### src/rtl/aoi_pkg.sv
// Shared types and helpers for the AND-OR cell self-test sequencer.
// The golden function lives here so the sequencer and any scoreboard agree on it.
package aoi_pkg;

    typedef enum logic [1:0] {
        ST_IDLE   = 2'd0,
        ST_SETTLE = 2'd1,
        ST_SAMPLE = 2'd2,
        ST_DONE   = 2'd3
    } aoi_state_e;

    localparam int         VEC_N    = 8;
    localparam logic [2:0] VEC_LAST = 3'(VEC_N - 1);

    // Golden behaviour of the cell under test: out = c | (a & b).
    function automatic logic aoi_expected(input logic a, input logic b, input logic c);
        return c | (a & b);
    endfunction

endpackage

### src/rtl/aoi_settle_timer.sv
// Loadable down-counter that times how long each vector is held before sampling.
// Loading places SETTLE_CYC-1 in the counter; zero_o flags the final settle cycle.
module aoi_settle_timer #(
    parameter int SETTLE_CYC = 4
) (
    input  logic clk,
    input  logic rst_n,
    input  logic load_i,
    input  logic dec_i,
    output logic zero_o
);

    localparam int           CW       = (SETTLE_CYC > 1) ? $clog2(SETTLE_CYC) : 1;
    localparam logic [CW-1:0] LOAD_VAL = CW'(SETTLE_CYC - 1);
    localparam logic [CW-1:0] ONE      = CW'(1);

    logic [CW-1:0] cnt_q;
    logic [CW-1:0] cnt_d;

    // Next count: load wins over decrement; the counter parks at zero.
    always_comb begin
        cnt_d = cnt_q;
        if (load_i) begin
            cnt_d = LOAD_VAL;
        end else if (dec_i && (cnt_q != '0)) begin
            cnt_d = cnt_q - ONE;
        end else begin
            cnt_d = cnt_q;
        end
    end

    // Counter register.
    always_ff @(posedge clk or negedge rst_n) begin
        if (!rst_n) begin
            cnt_q <= '0;
        end else begin
            cnt_q <= cnt_d;
        end
    end

    assign zero_o = (cnt_q == '0);

endmodule

### src/rtl/aoi_vector_sequencer.sv
// Self-test sequencer for the AND-OR cell: walks all 8 input vectors LOOPS times,
// holds each for SETTLE_CYC cycles plus one sample cycle, and scores the cell output.
// Every output is taken straight from a register so the cell sees glitch-free inputs.
module aoi_vector_sequencer
    import aoi_pkg::*;
#(
    parameter int SETTLE_CYC = 4,
    parameter int LOOPS      = 1,
    parameter int CNT_W      = 8
) (
    input  logic             clk,
    input  logic             rst_n,
    input  logic             start_i,
    input  logic             abort_i,
    input  logic             dut_out_i,
    output logic             a_o,
    output logic             b_o,
    output logic             c_o,
    output logic             busy_o,
    output logic             done_o,
    output logic             pass_o,
    output logic [CNT_W-1:0] err_cnt_o,
    output logic [2:0]       vec_idx_o,
    output logic             fail_valid_o,
    output logic [2:0]       fail_vec_o
);

    if ((SETTLE_CYC < 1) || (SETTLE_CYC > 255)) begin : g_bad_settle
        $error("aoi_vector_sequencer: SETTLE_CYC must be within 1..255");
    end
    if ((LOOPS < 1) || (LOOPS > 15)) begin : g_bad_loops
        $error("aoi_vector_sequencer: LOOPS must be within 1..15");
    end
    if (CNT_W < 1) begin : g_bad_cnt_w
        $error("aoi_vector_sequencer: CNT_W must be at least 1");
    end

    localparam logic [3:0]       LOOP_LAST = 4'(LOOPS - 1);
    localparam logic [CNT_W-1:0] ERR_MAX   = {CNT_W{1'b1}};
    localparam logic [CNT_W-1:0] ERR_ONE   = CNT_W'(1);

    aoi_state_e       state_q, state_d;
    logic [2:0]       vec_q, vec_d;
    logic [3:0]       loop_q, loop_d;
    logic [CNT_W-1:0] err_q, err_d;
    logic             fv_q, fv_d;
    logic [2:0]       fvec_q, fvec_d;
    logic             pass_q, pass_d;
    logic             done_q, done_d;
    logic             busy_q, busy_d;
    logic [2:0]       abc_q, abc_d;

    logic tmr_load_s;
    logic tmr_dec_s;
    logic tmr_zero_s;
    logic expected_s;
    logic mismatch_s;

    aoi_settle_timer #(
        .SETTLE_CYC (SETTLE_CYC)
    ) u_timer (
        .clk    (clk),
        .rst_n  (rst_n),
        .load_i (tmr_load_s),
        .dec_i  (tmr_dec_s),
        .zero_o (tmr_zero_s)
    );

    // The vector register is what the cell is currently seeing, so score against it.
    assign expected_s = aoi_expected(vec_q[2], vec_q[1], vec_q[0]);
    assign mismatch_s = (dut_out_i != expected_s);

    // Next-state, scoring and output-register decode; abort overrides everything while busy.
    always_comb begin
        state_d    = state_q;
        vec_d      = vec_q;
        loop_d     = loop_q;
        err_d      = err_q;
        fv_d       = fv_q;
        fvec_d     = fvec_q;
        pass_d     = pass_q;
        done_d     = 1'b0;
        busy_d     = busy_q;
        abc_d      = abc_q;
        tmr_load_s = 1'b0;
        tmr_dec_s  = 1'b0;

        case (state_q)
            ST_IDLE: begin
                if (start_i && !abort_i) begin
                    err_d      = '0;
                    fv_d       = 1'b0;
                    fvec_d     = 3'd0;
                    pass_d     = 1'b0;
                    vec_d      = 3'd0;
                    loop_d     = 4'd0;
                    tmr_load_s = 1'b1;
                    abc_d      = 3'd0;
                    busy_d     = 1'b1;
                    state_d    = ST_SETTLE;
                end else begin
                    busy_d  = 1'b0;
                    abc_d   = 3'd0;
                    state_d = ST_IDLE;
                end
            end

            ST_SETTLE: begin
                if (abort_i) begin
                    state_d = ST_IDLE;
                    busy_d  = 1'b0;
                    abc_d   = 3'd0;
                    vec_d   = 3'd0;
                end else if (tmr_zero_s) begin
                    state_d = ST_SAMPLE;
                end else begin
                    tmr_dec_s = 1'b1;
                end
            end

            ST_SAMPLE: begin
                if (abort_i) begin
                    state_d = ST_IDLE;
                    busy_d  = 1'b0;
                    abc_d   = 3'd0;
                    vec_d   = 3'd0;
                end else begin
                    if (mismatch_s) begin
                        if (err_q != ERR_MAX) begin
                            err_d = err_q + ERR_ONE;
                        end else begin
                            err_d = err_q;
                        end
                        if (!fv_q) begin
                            fv_d   = 1'b1;
                            fvec_d = vec_q;
                        end else begin
                            fv_d = fv_q;
                        end
                    end else begin
                        err_d = err_q;
                    end

                    if ((vec_q == VEC_LAST) && (loop_q == LOOP_LAST)) begin
                        state_d = ST_DONE;
                        done_d  = 1'b1;
                        pass_d  = (err_d == '0);
                        abc_d   = 3'd0;
                        vec_d   = 3'd0;
                    end else begin
                        vec_d = vec_q + 3'd1;
                        if (vec_q == VEC_LAST) begin
                            loop_d = loop_q + 4'd1;
                        end else begin
                            loop_d = loop_q;
                        end
                        tmr_load_s = 1'b1;
                        abc_d      = vec_d;
                        state_d    = ST_SETTLE;
                    end
                end
            end

            ST_DONE: begin
                state_d = ST_IDLE;
                busy_d  = 1'b0;
                abc_d   = 3'd0;
                vec_d   = 3'd0;
            end

            default: begin
                state_d = ST_IDLE;
                busy_d  = 1'b0;
                abc_d   = 3'd0;
                vec_d   = 3'd0;
            end
        endcase
    end

    // State and output registers; reset clears every output immediately.
    always_ff @(posedge clk or negedge rst_n) begin
        if (!rst_n) begin
            state_q <= ST_IDLE;
            vec_q   <= 3'd0;
            loop_q  <= 4'd0;
            err_q   <= '0;
            fv_q    <= 1'b0;
            fvec_q  <= 3'd0;
            pass_q  <= 1'b0;
            done_q  <= 1'b0;
            busy_q  <= 1'b0;
            abc_q   <= 3'd0;
        end else begin
            state_q <= state_d;
            vec_q   <= vec_d;
            loop_q  <= loop_d;
            err_q   <= err_d;
            fv_q    <= fv_d;
            fvec_q  <= fvec_d;
            pass_q  <= pass_d;
            done_q  <= done_d;
            busy_q  <= busy_d;
            abc_q   <= abc_d;
        end
    end

    assign a_o          = abc_q[2];
    assign b_o          = abc_q[1];
    assign c_o          = abc_q[0];
    assign busy_o       = busy_q;
    assign done_o       = done_q;
    assign pass_o       = pass_q;
    assign err_cnt_o    = err_q;
    assign vec_idx_o    = vec_q;
    assign fail_valid_o = fv_q;
    assign fail_vec_o   = fvec_q;

endmodule

### config.mk
export PLATFORM = sky130hd
export DESIGN_NAME = aoi_vector_sequencer
export DESIGN_NICKNAME = d
export VERILOG_FILES = /design/src/rtl/aoi_pkg.sv /design/src/rtl/aoi_settle_timer.sv /design/src/rtl/aoi_vector_sequencer.sv
export SDC_FILE = /design/constraint.sdc
export NUM_CORES = 1
export LEC_CHECK = 0
export CAP_MARGIN = 20
export CORE_AREA = 3 3 63 65
export CTS_BUF_LIST = sky130_fd_sc_hd__clkbuf_8
export DETAILED_ROUTE_END_ITERATION = 8
export DIE_AREA = 0 0 66 68
export PLACE_DENSITY = 0.72
export SLEW_MARGIN = 0
export SYNTH_ARGS = -nofsm -noshare
export SYNTH_HDL_FRONTEND = slang
export SYNTH_HIERARCHICAL = 1
export SYNTH_SLANG_ARGS = --single-unit
export TNS_END_PERCENT = 50
### constraint.sdc
create_clock -name clk -period 5.45 [get_ports clk]
set_input_delay 0.8175 -clock clk [delete_from_list [all_inputs] [get_ports clk]]
set_output_delay 0.8175 -clock clk [all_outputs]
set_load 0.1 [all_outputs]
## Word level (Yosys, flattened, before mapping)

Cells that the tools add are included.

- Equality and inequality tests: 16
- Muxes and demuxes: 49
- Bitwise gates (word level): 2
- Reduce and logical (&&, ||, !) cells: 19
- $add $sub $neg: 4

Operator list:

| kind | number |
|---|---|
| $mux W8 | 6 |
| $mux W3 | 7 |
| $mux W1 | 16 |
| $mux W4 | 4 |
| $ne A2 B2 Y1 const B | 8 |
| $pmux W8 S2 | 1 |
| $mux W2 | 6 |
| $pmux W3 S4 | 1 |
| $reduce_and A5 Y1 | 2 |
| $pmux W3 S3 | 1 |
| $add A8 B1 Y8 const B | 1 |
| $logic_not A8 Y1 | 1 |
| $ne A8 B8 Y1 const B | 1 |
| $pmux W2 S4 | 1 |
| $pmux W4 S2 | 1 |
| $reduce_and A4 Y1 | 2 |
| $pmux W1 S2 | 3 |
| $pmux W3 S2 | 1 |
| $reduce_bool A2 Y1 | 3 |
| $add A4 B1 Y4 const B | 1 |
| $eq A2 B2 Y1 const B | 2 |
| $logic_not A2 Y1 | 2 |
| $logic_not A4 Y1 | 1 |
| $reduce_or A2 Y1 | 2 |
| 14 further kinds | 16 |

- Input bits: 5
- Flip-flop bits (word level): 29
- Output and inout port bits: 21
- Logic and storage cells: 101

## Logic depth before layout (Yosys ltp)

- Depth after elaboration: 10
- Depth in mapped cells: 8
- Depth with buffers taken out: 7

## By module

Netlist, hierarchy kept.

By module, submodules not included:

| module | instances | seq. area each (um2) | area an instance (um2) | cells an instance |
|---|---|---|---|---|
| aoi_vector_sequencer | 1 | 675.6 | 1572.8 | 172 |
| aoi_settle_timer | 1 | 50.0 | 123.9 | 12 |

## Worst setup path before layout

OpenSTA, ideal clock, no wires.

- Kind: register to register
- Start point: register err_q[0], in the netlist err_cnt_o[0]
- End point: register pass_q, in the netlist pass_o
- Setup time: 0.104 ns
- Path slack: 2.937 ns
- Required time: 5.347 ns
- Cell stages (with the launch flop): 8
- Path buffers: 1
- Period minus slack after synthesis: 2.513 ns
- Data arrival time: 2.410 ns
- Path through: dfrtp_1 > ha_1 > buf_2 > nand3_1 > nor3_1 > o2111a_1 > o22ai_1 > o41ai_2

- Word-level cells in the longest chain between the ends: 9
- Elaborated cells between the ends (all ways): 10
- Classes of those cells: 1 x add/sub; 1 x eq/ne; 7 x mux; 1 x reduce/logical

Ends and longest elaborated chain:

| what | RTL line | text |
|---|---|---|
| from (decl) | aoi_vector_sequencer.sv:45 | `logic [CNT_W-1:0] err_q, err_d;` |
| from (signal assigned) | aoi_vector_sequencer.sv:197 | `err_q <= err_d;` |
| $add A8 B1 Y8 / $ne A8 B8 Y1 (equally long branches) | aoi_vector_sequencer.sv:130, aoi_vector_sequencer.sv:129 |  |
| $mux W8 | aoi_vector_sequencer.sv:129 | `if (err_q != ERR_MAX) begin` |
| $mux W8 * | aoi_vector_sequencer.sv:128 | `if (mismatch_s) begin` |
| $mux W8 * | aoi_vector_sequencer.sv:122 | `if (abort_i) begin` |
| $mux W8 * | aoi_vector_sequencer.sv:88 | `case (state_q)` |
| $logic_not A8 Y1 * | aoi_vector_sequencer.sv:147 | `pass_d = (err_d == '0);` |
| $mux W1 * | aoi_vector_sequencer.sv:144 | `if ((vec_q == VEC_LAST) && (loop_q == LOOP_LAST)) begin` |
| $mux W1 * | aoi_vector_sequencer.sv:122 |  |
| $pmux W1 S2 * | aoi_vector_sequencer.sv:88 |  |
| to (signal assigned) | aoi_vector_sequencer.sv:200 | `pass_q <= pass_d;` |
| to (decl) | aoi_vector_sequencer.sv:48 | `logic pass_q, pass_d;` |

Mark *: on every way between the ends. The rest lies on a longest branch, timed or not. The select of a mux whose other input is x is not followed.
A chain may end at the register's enable or synchronous reset.

## Worst setup path after layout

- Start point: register err_q[5], in the netlist err_cnt_o[5]
- End point: output port err_cnt_o[5]

RTL lines:

| what | RTL line | text |
|---|---|---|
| to (decl) | aoi_vector_sequencer.sv:22 | `output logic [CNT_W-1:0] err_cnt_o,` |

No word-level cell between the ends.

==> impl_metrics.yaml <==
outcome:
  status: "finished, final reports clean"
placed_design:
  dp_hpwl_mm: 2.796
  port_buffers: 25
  gp_congestion: 0.8866
  dp_slack_ns: 2.654
  placedCellCount: 250
yosys:
  netlist_instances: 184
  avgSynthCellArea_um2: 9.221
  synthXorXnorAreaFrac_pct: 2.581
  synth-compound-area-share_pct: 21.46
  netlist_area_um2: 1697
  syn_nets: 199
  synth_ff_type: "dfrtp_1"
  synth_cell_types: 42
  synthMuxAreaShare_pct: 1.770
  async_flop_share_pct: 100.0
  synth_fa_ha_area_share_pct: 7.375
  synth-warning-count: 6
  ys_seq_area_share_pct: 42.77
  synth_edf_count: 0
  synth.ff_latch_count: 29
  yosys.area_share.simple_pct: 20.13
  synth_top_family_by_area: "compound AO/OA/AOI/OAI gates"
min_path:
  hold_depth: 2
  whs_endpoint: "abc_q[0]"
  min_from: "abc_q[0]"
  hp-class: "reg -> reg"
worst_setup_path:
  critPathLaunchType: "flop"
  cp-end-kind: "primary output"
  startpoint: "err_cnt_o[5]"
  worstPathCellList: "clkdlybuf4s50_1"
  cp_data_required_time_ns: 4.63
  r2r_slack_ns: 3.16
  cp_num_buf_inv: 1
  worstReg2RegStart: "state_q[0]"
  worstSetupPathType: "reg -> out"
  crit_slowest_cell: "clkdlybuf4s50_1"
  worstReg2RegEnd: "fail_vec_o[1]"
  path_max_fanout: 9
  worstRegToRegCells: 7
  max_stage_delay_ns: 1.19
  critPathArrivalTime_ns: 1.98
  cpLargestDelayFamily: "buffers and inverters"
route:
  drt_iter0_markers: 129
  drt_drc_violations_left: 0
  wire_per_inst_um: 14.48
  dr_total_vias: 1443
  ant_nets: 0
  vias_per_cell: 5.593
  dr.pass1.iters: 4
  routed_wl_mm: 3.737
global_routing:
  grt-ovfl-total: 0
  grt_usage_pct: 18.50
  grt_pass1_wl_mm: 6.348
  grt_max_degree: 30
  antenna_found_initial: 0
  grt_pass1_vias: 1407
clock_tree:
  numCtsBuffers: 5
  clock_path_buffers: 2
  clock_sinks: 29
  postCtsResizedCells: 0
  insertion_delay_ns: 0.28
  postCtsSetupRepairBufs: 0
  cts.htree.levels: 2
  tritoncts: "yes"
  cts_root_buffer: "clkbuf_8"
  clk_pin_slew_worst_paths_ns: 0.06
  postCtsHoldBufs: 0
cells_and_area:
  multi_input_area_um2: 904.6
  n_antenna_cell: 0
  fillerInstances: 278
  finish.utilization_pct: 62.09
  fin_nets: 226
  drive_gt1_share_pct: 8.019
  syn2layout_area_growth_pct: 24.04
  seqCellArea_um2: 725.7
  finalNonFillerCells: 258
die:
  die_area_um2: 4488
  coreArea_um2: 3390
  rows: 21
  die_y_um: 68
  ios: 26
  die_w_um: 66
  initial_core_util_pct: 50.06
timing:
  hold_violations: 0
  setup_tns_ns: 0
  fin_worst_skew_ns: 0.004568
  fin_crit_sh_pct: 51.36
  post-route-worst-setup-slack_ns: 2.651
  rsz0062_at_grt: "false"
  finalSetupViolCount: 0
  relSlewSlack_pct: 34.56
  period_minus_slack_ns: 2.799
  max_freq_mhz: 357.2
  slew_viol_final: 0
  worst_pin_slew_ns: 0.9786
power:
  power_density_nw_per_um2: 243.8
  ir_worst_vdd_v: 0.0001665
  leakage_nw: 0.9348
flow_run:
  drv_cap: 0
==> Yosys cell counts, types with 2 or more instances <==
| cell type | n | share of area [%] |
|---|---|---|
| a211oi_1 | 4 | 1.8 |
| a21o_1 | 3 | 1.3 |
| a21oi_1 | 10 | 2.9 |
| a22o_1 | 4 | 2.1 |
| a31oi_1 | 5 | 1.8 |
| a41oi_1 | 2 | 1.0 |
| and2_1 | 2 | 0.74 |
| and3_1 | 3 | 1.1 |
| buf_2 | 2 | 0.59 |
| clkbuf_1 | 5 | 1.1 |
| dfrtp_1 | 29 | 43 |
| ha_1 | 10 | 7.4 |
| inv_1 | 10 | 2.2 |
| mux2i_1 | 3 | 1.8 |
| nand2_1 | 16 | 3.5 |
| nand2b_1 | 2 | 0.74 |
| nand3_1 | 8 | 2.4 |
| nor2_1 | 17 | 3.8 |
| nor2b_1 | 3 | 1.1 |
| nor3_1 | 4 | 1.2 |
| o21ai_0 | 15 | 4.4 |
| o31ai_1 | 3 | 1.3 |
| or2_2 | 2 | 0.74 |
| xnor2_1 | 4 | 2.1 |
==> registers in the layout, indices dropped and copies added, names as in the netlist <==
signal,flops
loop_q,4
err_cnt_o,8
pass_o,1
done_o,1
fail_valid_o,1
u_timer/cnt_q,2
fail_vec_o,3
vec_idx_o,3
state_q,2
busy_o,1
abc_q,3
==> how the worst max path moves through the flow <==
stage / slack (ns) / to / cells past startpoint
floorplan: 2.94 / pass_o / 7
global route: 2.60 / err_cnt_o[5] / 1
finish: 2.65 / err_cnt_o[5] / 1
global placement: 2.62 / pass_o / 6
detailed placement: 2.65 / pass_o / 5
CTS: 2.64 / err_cnt_o[5] / 1
==> metal layers <==
metal / vias up / track usage (%) / wire, µm
met1: 690 / 22.03 / 1632
li1: 715 / - / -
met5: - / 0 / 0
met2: 31 / 31.91 / 1910
met3: 7 / 4.269 / 135
met4: 0 / 8.376 / 58
==> power by group <==
part / leakage (nW) / internal, mW / total [mW] / switching, mW
Sequential: 0.393 / 0.221 / 0.226 / 0.00428
Combinational: 0.479 / 0.0213 / 0.0614 / 0.0401
Clock: 0.0626 / 0.147 / 0.226 / 0.0791
==> worst register-to-register path, cell delays in order (launching register included) <==
cell and delay (ns):
dfrtp_1 0.41, inv_1 0.11, ha_1 0.41, nor2b_1 0.33, o21ai_0 0.26, buf_2 0.24, nor3_1 0.27, a22o_1 0.19
==> metrics by stage <==
stage	cell area [µm²]	total power [mW]	hold WS, ns
after floorplan	1697	0.2724	0.4753
after global placement	1983	0.2892	0.4665
after detailed placement	1988	0.2919	0.4769
after CTS	2105	0.5185	0.4914
after global routing	2105	0.5331	0.5227
final	2105	0.5130	0.4879
==> logic make-up (layout without fill, tap and decap cells) <==
logic type	Yosys count	in the layout
fa+ha+maj	10	10
mux	3	3
simple gates	66	66
xor+xnor	5	5
buf+inv	17	45
flops	29	29
compound gates	54	54
==> final cells by class <==
type / instances / area share [%]
Clock inverter: 2 / 1.605
Sequential cell: 29 / 34.48
Clock buffer: 6 / 3.924
Tap cell: 46 / 2.735
Timing Repair Buffer: 27 / 12.49
Inverter: 10 / 1.784
Multi-Input combinational cell: 138 / 42.98
==> cells in the final DEF (no fill, tap or decap), types with 3 or more instances in the layout <==
cell and count:
o31ai_1 3, and3_1 3, inv_1 11, mux2i_1 3, o21ai_0 15, nand2_1 16
nor3_1 4, nor2_1 17, dfrtp_1 29, a211oi_1 4, a22o_1 4, clkbuf_8 6
ha_1 10, nand3_1 8, a31oi_1 5, a21oi_1 10, a21o_1 3, nor2b_1 3
clkdlybuf4s50_1 25, xnor2_1 4
No activity file was read; power rests on OpenSTA's default activity.
